--- config.mk ---
export PLATFORM = sky130hd
export DESIGN_NAME = activation_pipe_flat
export DESIGN_NICKNAME = d
export VERILOG_FILES = /design/src/rtl/activation_pipe_pkg.sv /design/src/rtl/activation_pipe_if.sv /design/src/rtl/activation_pipe_lane.sv /design/src/rtl/activation_pipe.sv /design/src/flat_wrapper.sv
export SDC_FILE = /design/constraint.sdc
export NUM_CORES = 1
export LEC_CHECK = 0
export ABC_AREA = 1
export CAP_MARGIN = 20
export CORE_ASPECT_RATIO = 0.9
export CORE_MARGIN = 2
export CORE_UTILIZATION = 55
export DETAILED_ROUTE_END_ITERATION = 6
export PLACE_DENSITY = 0.8
export SYNTH_ARGS = -nofsm -noshare
export SYNTH_HDL_FRONTEND = slang
export SYNTH_HIERARCHICAL = 1
export SYNTH_SLANG_ARGS = --single-unit
--- constraint.sdc ---
create_clock -name clk -period 2.4 [get_ports clk]
set_input_delay 0.48 -clock clk [delete_from_list [all_inputs] [get_ports clk]]
set_output_delay 0.48 -clock clk [all_outputs]
set_load 0.02 [all_outputs]
--- src/rtl/activation_pipe_pkg.sv ---
// Shared activation encodings and pipeline constants for activation_pipe.
// Imported by the lane function and the pipeline top.
package activation_pipe_pkg;

    typedef enum logic [1:0] {
        ACT_RELU     = 2'd0,
        ACT_LEAKY    = 2'd1,
        ACT_CLAMP    = 2'd2,
        ACT_IDENTITY = 2'd3
    } act_type_e;

    // Leaky slope is 1/8, realised as an arithmetic right shift.
    localparam int LEAKY_SHIFT = 3;

    // Output counter width able to hold the value DESIGN_SIZE without wrapping.
    function automatic int cnt_width(input int design_size);
        return (design_size < 2) ? 1 : $clog2(design_size + 1);
    endfunction

endpackage

--- src/rtl/activation_pipe_if.sv ---
// Vector bus into and out of activation_pipe; master drives vectors and mode, slave returns results.
// No ready path: the upstream pool stage streams freely and bubbles are marked by in_data_available=0.
interface activation_pipe_if #(
    parameter int DESIGN_SIZE = 8,
    parameter int DWIDTH      = 8
);
    logic                          enable_activation;
    logic                          in_data_available;
    logic [1:0]                    activation_type;
    logic [DWIDTH-1:0]             clamp_value;
    logic [DESIGN_SIZE*DWIDTH-1:0] inp_data;
    logic [DESIGN_SIZE*DWIDTH-1:0] out_data;
    logic                          out_data_available;
    logic                          done_activation;

    modport master (
        output enable_activation, in_data_available, activation_type, clamp_value, inp_data,
        input  out_data, out_data_available, done_activation
    );

    modport slave (
        input  enable_activation, in_data_available, activation_type, clamp_value, inp_data,
        output out_data, out_data_available, done_activation
    );
endinterface

--- src/rtl/activation_pipe_lane.sv ---
// Single-lane activation function (ReLU / leaky / clamped / identity); purely combinational.
// Zero latency, no backpressure: the owning pipeline registers around it.
module activation_lane
    import activation_pipe_pkg::*;
#(
    parameter int DWIDTH = 8
) (
    input  logic signed [DWIDTH-1:0] x,
    input  act_type_e                act_type,
    input  logic        [DWIDTH-1:0] clamp_value,
    output logic signed [DWIDTH-1:0] y
);
    // The clamp bound is forced non-negative so it never undercuts the ReLU floor.
    logic signed [DWIDTH-1:0] bound;
    assign bound = {1'b0, clamp_value[DWIDTH-2:0]};

    always_comb begin
        y = x;
        case (act_type)
            ACT_RELU: begin
                if (x < 0) y = '0;
            end
            ACT_LEAKY: begin
                if (x < 0) y = x >>> LEAKY_SHIFT;
            end
            ACT_CLAMP: begin
                if (x < 0)          y = '0;
                else if (x > bound) y = bound;
            end
            default: y = x;
        endcase
    end

endmodule

--- src/rtl/activation_pipe.sv ---
// Two-stage activation pipeline with a sticky tile-complete flag; bypasses combinationally when disabled.
// Latency 2 edges from acceptance; no backpressure, in_data_available=0 inserts a bubble.
module activation_pipe
    import activation_pipe_pkg::*;
#(
    parameter int DESIGN_SIZE = 8,
    parameter int DWIDTH      = 8
) (
    input logic              clk,
    input logic              reset,
    activation_pipe_if.slave bus
);
    localparam int VW = DESIGN_SIZE * DWIDTH;
    localparam int CW = cnt_width(DESIGN_SIZE);
    localparam logic [CW-1:0] CNT_MAX  = CW'(DESIGN_SIZE);
    localparam logic [CW-1:0] CNT_LAST = CW'(DESIGN_SIZE - 1);

    logic              s1_vld;
    logic [VW-1:0]     s1_dat;
    act_type_e         s1_type;
    logic [DWIDTH-1:0] s1_clamp;
    logic              s2_vld;
    logic [VW-1:0]     s2_dat;
    logic [VW-1:0]     act_dat;
    logic [CW-1:0]     out_cnt;
    logic              done;

    for (genvar k = 0; k < DESIGN_SIZE; k++) begin : g_lane
        activation_lane #(.DWIDTH(DWIDTH)) u_lane (
            .x           (s1_dat[k*DWIDTH +: DWIDTH]),
            .act_type    (s1_type),
            .clamp_value (s1_clamp),
            .y           (act_dat[k*DWIDTH +: DWIDTH])
        );
    end

    // Disabling acts as a flush: in-flight vectors and the tile count are discarded.
    always_ff @(posedge clk) begin
        if (reset || !bus.enable_activation) begin
            s1_vld   <= 1'b0;
            s1_dat   <= '0;
            s1_type  <= ACT_RELU;
            s1_clamp <= '0;
            s2_vld   <= 1'b0;
            s2_dat   <= '0;
            out_cnt  <= '0;
            done     <= 1'b0;
        end else begin
            s1_vld <= bus.in_data_available;
            if (bus.in_data_available) begin
                s1_dat   <= bus.inp_data;
                s1_type  <= act_type_e'(bus.activation_type);
                s1_clamp <= bus.clamp_value;
            end
            s2_vld <= s1_vld;
            if (s1_vld) begin
                s2_dat <= act_dat;
                // Count saturates so done never re-pulses on later vectors.
                if (out_cnt != CNT_MAX)  out_cnt <= out_cnt + 1'b1;
                if (out_cnt == CNT_LAST) done    <= 1'b1;
            end
        end
    end

    assign bus.out_data           = bus.enable_activation ? s2_dat : bus.inp_data;
    assign bus.out_data_available = bus.enable_activation ? s2_vld : bus.in_data_available;
    assign bus.done_activation    = bus.enable_activation ? done   : 1'b1;

endmodule

--- src/flat_wrapper.sv ---
// flat-port wrapper written by rule: the top's interface ports become plain ports
module activation_pipe_flat import activation_pipe_pkg::*;
#(
    parameter int DESIGN_SIZE = 8,
    parameter int DWIDTH      = 8
)
  (clk, reset, bus_enable_activation, bus_in_data_available, bus_activation_type, bus_clamp_value, bus_inp_data, bus_out_data, bus_out_data_available, bus_done_activation);
  activation_pipe_if #(.DESIGN_SIZE(DESIGN_SIZE), .DWIDTH(DWIDTH)) bus_i ();
  input logic clk;
  input logic reset;
  input wire logic [$bits(bus_i.enable_activation)-1:0] bus_enable_activation;
  input wire logic [$bits(bus_i.in_data_available)-1:0] bus_in_data_available;
  input wire logic [$bits(bus_i.activation_type)-1:0] bus_activation_type;
  input wire logic [$bits(bus_i.clamp_value)-1:0] bus_clamp_value;
  input wire logic [$bits(bus_i.inp_data)-1:0] bus_inp_data;
  output wire logic [$bits(bus_i.out_data)-1:0] bus_out_data;
  output wire logic [$bits(bus_i.out_data_available)-1:0] bus_out_data_available;
  output wire logic [$bits(bus_i.done_activation)-1:0] bus_done_activation;
  assign bus_i.enable_activation = bus_enable_activation;
  assign bus_i.in_data_available = bus_in_data_available;
  assign bus_i.activation_type = bus_activation_type;
  assign bus_i.clamp_value = bus_clamp_value;
  assign bus_i.inp_data = bus_inp_data;
  assign bus_out_data = bus_i.out_data;
  assign bus_out_data_available = bus_i.out_data_available;
  assign bus_done_activation = bus_i.done_activation;
  activation_pipe #(.DESIGN_SIZE(DESIGN_SIZE), .DWIDTH(DWIDTH)) u_core (.clk(clk), .reset(reset), .bus(bus_i));
endmodule
==> flow_summary.ini <==
[status]
outcome = finished, final reports clean

[placement]
dp_hpwl_um = 19700
gp_congestion = 0.941
pre_cts_slack_ps = 26.9
io_buffers = 142
dpl-instance-area_um2 = 12000

[floorplanning]
coreArea_um2 = 18300
ioPinCount = 144
die_h_um = 133
row_count = 47
die_w_um = 148
start_util_pct = 55.7
die_area_um2 = 19600

[sta]
rsz0062_at_grt = false
setup_violations = 0
hold_violations = 0
slew_headroom_pct = 42.2
clock_skew_ps = 7.71
worstMarginPinSlew_ps = 867
tns_ps = 0
clock.fmax_mhz = 435
period_needed_ps = 2300
fin_crit_sh_pct = 95.8
fin_ws_ps = 99.6
slew_violations = 0
whs_ps = 459

[worst_hold_path]
min_path_cells = 2
hp-class = flop to flop
holdPathEnd = u_core/s2_dat[19]$_SDFFE_PP0P_
min_from = u_core/s2_dat[19]$_SDFFE_PP0P_

[worst_setup_path]
crit_path_cell_trace = buf_2 -> buf_4 -> nand2_1 -> nand2_1 -> clkdlybuf4s50_1
cp.arrival_ps = 1820
critical-path-max-stage-delay_ps = 600
cp-end-kind = output pin
rrSetupSlack_ps = 270
crit_required_ps = 1920
cpMostUsedCell = nand2_1
path_max_fanout = 23
critPathLaunch = bus_enable_activation
worstSetupPathType = input pin to output pin
r2r-end = u_core/s2_dat[9]$_SDFFE_PP0P_
r2r_start = u_core/s1_clamp[3]$_SDFFE_PP0P_
ff2ff_path_depth = 15
start_kind = input pin
cpMaxStageDelayCell = clkdlybuf4s50_1

[grt]
grt_pass1_wl_um = 47400
antenna_found_initial = 0
first_global_vias = 9872
grt_max_degree = 75
grtUsageTotal_pct = 29.2
grt_overflow = 0

[clocking]
holdBufCountCts = 0
cts.sinks = 144
cts.path.max_buffers = 2
cts_buffers = 17
cts_tree = done
h-tree-depth = 4
worst_skew_pair.late_latency_ps = 430
clock-root-buffer = clkbuf_16
clkTransAtPathRegs_ps = 60

[drt]
postRouteAntennaNets = 0
drt_iter0_markers = 714
vias = 10619
routedWlPerCell_um = 14.3
drcViolationCount = 0
via_per_inst = 5.35
drtPass1Iterations = 5
wirelength_um = 28400

[finish]
final_cell_area_um2 = 12500
area_growth_pct = 22.9
drive_gt1_share_pct = 13.6
nets = 1863
antenna_cells = 0

[synth]
synth_cells = 1588
yosysWarningCount = 6
avgSynthCellArea_um2 = 6.42
syn_area_um2 = 10200
syn_nets = 1724

[power_and_ir_drop]
pwr_density_cell_nw_per_um2 = 515
p_leak_nw = 5.41
peakVddDrop_v = 0.000478

[run]
drv_cap = 0
## cells in the final DEF (no fill, tap or decap), types with 2 or more instances in the layout
cell type,count
a21oi_1,76
nor2_1,102
clkbuf_16,17
clkdlybuf4s50_1,140
nand3_1,66
nand2_4,8
ha_1,58
nand2_2,16
clkinv_2,7
a21oi_2,112
clkinvlp_4,4
o211ai_1,24
nor2_2,8
clkbuf_8,3
buf_4,25
o21ai_0,29
buf_6,2
nand4_1,2
a21oi_4,8
nor3_1,8
nand2_1,647
buf_2,2
buf_12,10
a311oi_1,32
inv_2,11
inv_1,175
dfxtp_1,143
## where the power goes
| part | switching, W | leakage, nW | internal, W |
|---|---|---|---|
| Combinational | 0.000922 | 3.98 | 0.000596 |
| Sequential | 0.0000647 | 1.17 | 0.00244 |
| Clock | 0.00104 | 0.260 | 0.00139 |
## final cells by class
class / instances / area [µm²]
Multi-Input combinational cell: 1198 / 6280
Fill cell: 1624 / 5760
Sequential cell: 144 / 2880
Timing Repair Buffer: 179 / 1820
Inverter: 187 / 707
Clock buffer: 21 / 470
Tap cell: 245 / 307
Clock inverter: 11 / 65.1
## sequential cells by signal (all words and copies together), names as in the netlist
| register | flops |
|---|---|
| u_core/s1_clamp | 7 |
| u_core/s1_vld | 1 |
| u_core/s2_vld | 1 |
| u_core/out_cnt | 4 |
| u_core/s1_type | 2 |
| u_core/done | 1 |
| u_core/s1_dat | 64 |
| u_core/s2_dat | 64 |
## worst max-delay path by stage
stage                                     end  slack, ps  depth (start not counted)
2_1_floorplan  u_core/s2_dat[40]$_SDFFE_PP0P_        490                         12
3_3_place_gp                 bus_out_data[21]         90                          6
3_5_place_dp                 bus_out_data[21]         30                          6
4_1_cts                      bus_out_data[21]         30                          6
5_1_grt                      bus_out_data[14]          9                          5
6_report                     bus_out_data[23]        100                          5
## per-stage QoR
| stage | std cells | total power [W] | utilization (%) |
|---|---|---|---|
| floorplan | 1588 | 0.00355 | - |
| global placement | 1953 | 0.00402 | 65.6 |
| detailed placement | 1953 | 0.00405 | 65.6 |
| CTS | 1985 | 0.00648 | 68.5 |
| global route | 1985 | 0.00676 | 68.5 |
| finish | 1985 | 0.00645 | 68.5 |
## what timing repair did
| action | 4_1_cts | 5_1_grt |
|---|---|---|
| gates resized for setup | 0 | 2 |
| setup endpoints to repair | 0 | 26 |
| buffers inserted | 0 | 0 |
## critical path: cells and delay by family
kind | cells | cell delay [ps]
and+or+nand+nor | 2 | 160
buffers and inverters | 3 | 1160
## per-layer routing
| metal | GRT usage [%] | wire length (µm) |
|---|---|---|
| met4 | 9.35 | 500 |
| met3 | 4.35 | 1760 |
| met1 | 40.3 | 13400 |
| met2 | 47.1 | 12800 |
| met5 | 0 | 0 |
(Power assumes the default switching activity.)
